==> src/rtl/psram_pkg.sv <==
// Shared definitions for the synchronous-burst PSRAM link (controller and responder).
package psram_pkg;

    typedef enum logic [1:0] {
        ST_IDLE  = 2'd0,
        ST_LAT   = 2'd1,
        ST_WRITE = 2'd2,
        ST_READ  = 2'd3
    } psram_state_e;

    localparam int PSRAM_ADR_W = 23;
    localparam int PSRAM_DAT_W = 16;

    localparam int PSRAM_LATENCY_MIN = 2;
    localparam int PSRAM_LATENCY_MAX = 7;

endpackage

==> src/rtl/psram_resp_mem.sv <==
// Responder word store: one synchronous write port, asynchronous read at the same pointer.
module psram_resp_mem
    import psram_pkg::*;
#(
    parameter int ADR_W = 8
) (
    input  logic                   clk_i,
    input  logic                   i_we,
    input  logic [ADR_W-1:0]       i_adr,
    input  logic [PSRAM_DAT_W-1:0] i_wdat,
    output logic [PSRAM_DAT_W-1:0] o_rdat
);

    logic [PSRAM_DAT_W-1:0] r_mem [2**ADR_W];

    // Contents survive reset on purpose so a self-test can read back after a reset.
    always_ff @(posedge clk_i) begin
        if (i_we) begin
            r_mem[i_adr] <= i_wdat;
        end
    end

    assign o_rdat = r_mem[i_adr];

endmodule

==> src/rtl/psram_burst_responder.sv <==
// Device end of the burst PSRAM link: address decode, fixed initial latency,
// continuous bursts into/out of a small on-chip word memory.
//
// state   | meaning
// IDLE    | no burst open
// LAT     | initial latency, psram_wait high
// WRITE   | each data edge stores psram_dat_i at ptr
// READ    | each data edge presents the next word one edge ahead
module psram_burst_responder
    import psram_pkg::*;
#(
    parameter int ADR_W   = 8,
    parameter int LATENCY = 3
) (
    input  logic                   clk_i,
    input  logic                   rst_i,
    input  logic [PSRAM_ADR_W-1:0] psram_adr,
    input  logic [PSRAM_DAT_W-1:0] psram_dat_i,
    output logic [PSRAM_DAT_W-1:0] psram_dat_o,
    output logic                   psram_dat_oe,
    output logic                   psram_wait,
    input  logic                   psram_ce_n,
    input  logic                   psram_adv_n,
    input  logic                   psram_we_n,
    input  logic                   psram_oe_n
);

    localparam logic [2:0]       CNT_LOAD = 3'(LATENCY - 2);
    localparam logic [ADR_W-1:0] PTR_ONE  = ADR_W'(1);

    psram_state_e           r_state;
    logic [ADR_W-1:0]       r_ptr;
    logic [2:0]             r_cnt;
    logic                   r_wr;
    logic [PSRAM_DAT_W-1:0] r_dat_o;
    logic                   r_dat_oe;
    logic                   r_wait;

    logic                   w_data_edge;
    logic                   w_mem_we;
    logic [PSRAM_DAT_W-1:0] w_rdat;
    logic                   w_adr_unused;

    // Upper address bits beyond the internal depth are deliberately ignored.
    assign w_adr_unused = ^psram_adr[PSRAM_ADR_W-1:ADR_W];

    assign w_data_edge = ~psram_ce_n & psram_adv_n;
    assign w_mem_we    = ~rst_i & w_data_edge & (r_state == ST_WRITE);

    psram_resp_mem #(
        .ADR_W (ADR_W)
    ) u_mem (
        .clk_i  (clk_i),
        .i_we   (w_mem_we),
        .i_adr  (r_ptr),
        .i_wdat (psram_dat_i),
        .o_rdat (w_rdat)
    );

    // Burst FSM with pointer, latency counter and registered bus outputs.
    always_ff @(posedge clk_i) begin
        if (rst_i) begin
            r_state  <= ST_IDLE;
            r_ptr    <= '0;
            r_cnt    <= '0;
            r_wr     <= 1'b0;
            r_dat_o  <= '0;
            r_dat_oe <= 1'b0;
            r_wait   <= 1'b0;
        end else if (psram_ce_n) begin
            r_state  <= ST_IDLE;
            r_wait   <= 1'b0;
            r_dat_oe <= 1'b0;
        end else if (!psram_adv_n) begin
            // Address edge: restarts from any state, aborting an open burst.
            r_state  <= ST_LAT;
            r_ptr    <= psram_adr[ADR_W-1:0];
            r_wr     <= ~psram_we_n;
            r_cnt    <= CNT_LOAD;
            r_wait   <= 1'b1;
            r_dat_oe <= 1'b0;
        end else begin
            unique case (r_state)
                ST_IDLE: begin
                end
                ST_LAT: begin
                    if (r_cnt != 3'd0) begin
                        r_cnt <= r_cnt - 3'd1;
                    end else if (r_wr) begin
                        r_state <= ST_WRITE;
                        r_wait  <= 1'b0;
                    end else begin
                        // Prefetch the first word so it is on the bus at the first data edge.
                        r_state  <= ST_READ;
                        r_wait   <= 1'b0;
                        r_dat_o  <= w_rdat;
                        r_ptr    <= r_ptr + PTR_ONE;
                        r_dat_oe <= ~psram_oe_n;
                    end
                end
                ST_WRITE: begin
                    r_ptr <= r_ptr + PTR_ONE;
                end
                ST_READ: begin
                    r_dat_o  <= w_rdat;
                    r_ptr    <= r_ptr + PTR_ONE;
                    r_dat_oe <= ~psram_oe_n;
                end
                default: begin
                    r_state <= ST_IDLE;
                end
            endcase
        end
    end

    assign psram_dat_o  = r_dat_o;
    assign psram_dat_oe = r_dat_oe;
    assign psram_wait   = r_wait;

endmodule

==> config.mk <==
export PLATFORM = sky130hd
export DESIGN_NAME = psram_burst_responder
export DESIGN_NICKNAME = d
export VERILOG_FILES = /design/src/rtl/psram_pkg.sv /design/src/rtl/psram_resp_mem.sv /design/src/rtl/psram_burst_responder.sv
export SDC_FILE = /design/constraint.sdc
export NUM_CORES = 2
export LEC_CHECK = 0
export CAP_MARGIN = 10
export CORE_AREA = 2 2 838 840
export CTS_CLUSTER_DIAMETER = 40
export DETAILED_ROUTE_END_ITERATION = 10
export DIE_AREA = 0 0 840 842
export GPL_TIMING_DRIVEN = 0
export HOLD_SLACK_MARGIN = 0.03
export PLACE_DENSITY = 0.48
export SYNTH_ARGS = -nofsm -noshare
export SYNTH_HDL_FRONTEND = slang
export SYNTH_SLANG_ARGS = --single-unit
==> constraint.sdc <==
create_clock -name clk_i -period 5.2 [get_ports clk_i]
set_input_delay 1.56 -clock clk_i [delete_from_list [all_inputs] [get_ports clk_i]]
set_output_delay 1.56 -clock clk_i [all_outputs]
set_load 0.02 [all_outputs]
# After elaboration in Yosys (flattened, before gate mapping)
# Memory sizes are Yosys's and may differ from the RTL's. A register that Yosys moved wholly into a read port is not among the register bits.
# Cells that the tools add are included.
# word_totals
register_bits	32
mem_bits_rw	4096
in_bits	45
out_inout_bits	18
word_cells	67
mem_count	1
# classes
addsub	2
eq_ne	11
mux	24
n_bitwise	9
reduce_logical	12
# memory_table
memory	depth	width	rd	rd_ports_with_merged_regs	write_ports	line_no	rtl
u_mem.r_mem	256	16	1	1	1	psram_resp_mem.sv:14	logic [PSRAM_DAT_W-1:0] r_mem [2**ADR_W];
# op_table
operator	n
$mux 8	5
$mux 16	2
$pmux 16 s2	1
$pmux 8 s2	1
$mux 1	11
$mux 3	3
$add 8x1->8 const B	1
$ne 2x2->1 const B	3
$ne 3x3->1 const B	2
$not 1->1	6
$reduce_and 2->1	3
$reduce_and 3->1	2
$reduce_and 5->1	1
$eq 2x2->1 const B	2
$ne 2x1->1 const B	2
$reduce_and 4->1	1
$reduce_or 2->1	2
$and 1x1->1	3
$ne 3x2->1 const B	1
$reduce_bool 3->1	1
$reduce_or 3->1	1
$sub 3x1->3 const B	1
$eq 2x1->1 const B	1
$pmux 1 s2	1
$reduce_bool 2->1	1

# Depth between registers and ports, before layout
# logic_depth
word_depth	7
mapped_depth	13

# Modules after synthesis
# A second synthesis with hierarchy kept.
# hier_totals
cells_unflattened	6876
area_unflattened_um2	156606.4
# modules_own_cells
mod	n_inst	cells_per_inst	area_per_inst_um2	seq_area_each_um2
psram_resp_mem	1	6711	155078.7	122998.0
psram_burst_responder	1	165	1527.7	640.6

# Worst setup path after synthesis
# OpenSTA, ideal clock, no wires.
# synth_path
path_kind	input-to-reg
startpoint	in psram_ce_n
endpoint	mem u_mem.r_mem[83][0] (enable)
arrival_time_ns	3.846
path_slack_ns	0.965
cell_stages	9
path_buffers	4
path_cell_list	buf_6 > nand2b_4 > or2_0 > buf_2 > nor3_2 > buf_2 > nand3_1 > clkbuf_1 > nor2_1
# synth_via
elab_chain_cells	6
# synth_lines
element	line_no	rtl
from (decl)	psram_burst_responder.sv:22	input logic psram_ce_n,
$not 1->1 (no source line)	n/a	
$and 1x1->1	psram_burst_responder.sv:47	assign w_data_edge = ~psram_ce_n & psram_adv_n;
$and 1x1->1 (2 in series)	psram_burst_responder.sv:48	assign w_mem_we = ~rst_i & w_data_edge & (r_state == ST_WRITE);
$mux 1	psram_resp_mem.sv:18	if (i_we) begin
$mux 1 (not written as such)	psram_resp_mem.sv:19	r_mem[i_adr] <= i_wdat;
to (decl)	psram_resp_mem.sv:14	
# No other way between the ends.

==> run metrics <==
status finished with violations; failing checks design-rule violations, max-capacitance violations, max-slew violations, negative setup slack; pin count of the biggest net entering global routing 145; max-slew violation count 9; global-route wire length before repair 1030000 um; post-route setup TNS -24740 ps; hold buffers post-CTS 0; Final Non-Filler Cells 18500; cell area after synthesis 160000 um2; worst hold path depth 2; Hold Path Class reg -> reg; die width 840 um; R2R cell count 8; starting density of the core a little under a quarter; Ys Warns 0; Mean Syn Cell Area 20.8 um2; max cap viols 3; pwr/cell area between 400 and 500 nW/um2; cell family with most CP delay compound AO/OA/AOI/OAI gates; Core ar. 698000 um2; commonest non-fill, non-tap cell in the layout edfxtp_1; CP Max Fanout 10; Row Count 307; die area 707000 um2; Final Skew 72.8 ps; clock net sink count 4136; Pwr Total 84.6 mW; I/O Buffers between 40 and 50; Slew headroom -7.96%; cts bufs inserted 580; CTS tree done; total stage count of the critical path 8; Final Cycle Share 109%; Placement Cell Area 179000 um2; Pint between 60 and 70 mW; most frequent cells in the layout edfxtp_1, mux4_2, mux2i_1, clkbuf_16, nand2_1; worst path required time 6200 ps; Final Hold Fails 0; Antenna Nets Post-Route 0; initial antenna violation count 143; Area growth, synth to finish 24.9%; final core utilization around 29%; CP max-delay cell a211oi_1; sw power 21.3 mW; # placed instances about 17000; RSZ-0062 raised after global routing false; worst path arrival time 6660 ps; die height about 840 um; dpl hpwl 568000 um; drt first pass iters 9; routed length per instance about 45 um; Clk pin slew, worst setup/hold paths 60 ps; Post-Layout Inst Area roughly 200000 um2; global route overflow 0; vias per inst about 5.4; largest buffer count on any clock path 4; Crit. End Element register; Most used DFF post-synth edfxtp_1; kind of critical path reg -> reg; initial drt markers roughly 21000; Least-Margin Pin Slew 1620 ps; Worst setup SP type register; fin nets 8685; Routed WL 837000 um; CP bufs+invs 2; Clock Tree Root clkbuf_16; r2r setup slk -460 ps; leak pwr ~60 nW; power share of the clock group between 40% and 50%; Async SR Flop Fraction 0%; slowest stage delay, CP about 1200 ps; cell count after synthesis 7688; # IOs 63; Seq/Total Area, Yosys 77.4%; EDFF count, synth 4096; GRT Util Overall between 20% and 30%; Switching Fraction 25.2%; GPL Wtd Cong 1.01; Max Clk Rate 177 MHz; Logic pwr share 8.0%; via count around 99000; Final setup viols 346; vias in the first global route 90000; #FFs+latches synth 4136; WHS 488 ps; Clock Latency Late Sink roughly 1100 ps; DRC viols 4; fin crit period 5660 ps; htree depth 6; count of different cell masters after synthesis 85; VDD IR-drop max 380 uV; Reg power frac 43.4%; final setup margin -459 ps; layout cell share with drive strength beyond 1 approximately 30%; syn_nets 7739; Place WS -2150 ps; crit-path cells clkbuf_1 -> nand3_1 -> clkbuf_1 -> a211oi_1 -> a22oi_1 -> nand3_1 -> nor3_1 -> a221o_1
[layout make-up]
cell class / count / area (um2)
fill: 68400 / 498000
inverter: 13 / 51.3
clock inverter: 395 / 4790
timing repair buffer: 371 / 6320
sequential: 4136 / 124000
clock buffer: 662 / 15100
antenna: 78 / 195
multi-input combinational: 3074 / 34300
tap: 9270 / 11600
buffer: 458 / 3610
[path summary, 6_finish.rpt]
path                                 end                   startpoint
min          psram_dat_o[0]$_SDFFE_PP0P_  psram_dat_o[0]$_SDFFE_PP0P_
min reg2reg  psram_dat_o[0]$_SDFFE_PP0P_  psram_dat_o[0]$_SDFFE_PP0P_
max reg2reg  psram_dat_o[6]$_SDFFE_PP0P_                     register
max          psram_dat_o[6]$_SDFFE_PP0P_                     register
[logic make-up after synthesis]
family | Yosys count | share of synthesized area [%]
flip-flops | 4136 | 77.4
multiplexers | 1372 | 14.4
AO/OA/AOI/OAI | 856 | 3.68
AND/OR/NAND/NOR | 840 | 2.33
buffers and inverters | 478 | 2.13
adder cells (fa/ha/maj) | 6 | 0.0469
[power by group through the flow]
stage	clock [mW]	sequential [mW]	combinational, mW
CTS	41.0	36.7	6.44
finish	41.1	36.7	6.78
detailed placement	0	37.4	6.41
floorplan	0	37.4	2.28
global placement	0	37.8	6.16
global route	42.5	36.7	6.53
[metal layers]
layer	wire, um	GRT usage (%)	vias up
li1	-	-	34400
met1	300000	28.2	53600
met2	352000	32.5	9275
met3	118000	9.04	1891
met4	65800	15.4	42
met5	554	0	-
[synthesized netlist by cell type, types with 11 or more instances]
library cell / instances / area, um2
nor2_1: 312 / 1170
a221oi_1: 38 / 333
a2111oi_0: 38 / 333
clkbuf_1: 137 / 514
nor4_1: 25 / 156
inv_1: 11 / 41.3
buf_4: 70 / 526
dfxtp_1: 40 / 801
nand3_1: 71 / 355
nand2_1: 259 / 972
buf_1: 19 / 71.3
nand4_1: 22 / 138
buf_6: 68 / 766
o21ai_0: 116 / 581
buf_8: 37 / 556
edfxtp_1: 4096 / 123000
o22ai_1: 212 / 1330
nor3_1: 68 / 340
a211oi_1: 67 / 503
a22oi_1: 74 / 556
and2_1: 14 / 87.6
mux4_2: 728 / 16400
nor2b_1: 15 / 93.8
mux4_1: 15 / 394
buf_2: 109 / 546
buf_12: 12 / 240
mux2_2: 15 / 169
a21oi_1: 119 / 596
mux2i_1: 614 / 6150
o221ai_1: 106 / 928
[state kept, by name, summed over array words and instances (netlist names), named ones only]
| signal | cells |
|---|---|
| u_mem.r_mem | 4096 |
| psram_dat_o | 16 |
| r_ptr | 8 |
| r_cnt | 3 |
| r_state | 2 |
| psram_dat_oe | 1 |
| psram_wait | 1 |
| r_wr | 1 |
[worst min-delay path, stage by stage, from the launching register on]
cell	delay, ps
dfxtp_1	320
nand2_1	50
nand3_1	70
[what timing repair did]
action | CTS | global route
setup buffers | 1 | 6
gates resized for setup | 92 | 28
setup endpoints to repair | 1497 | 75
pin swaps | 5 | 10
Power figures use the tool's default switching activity.
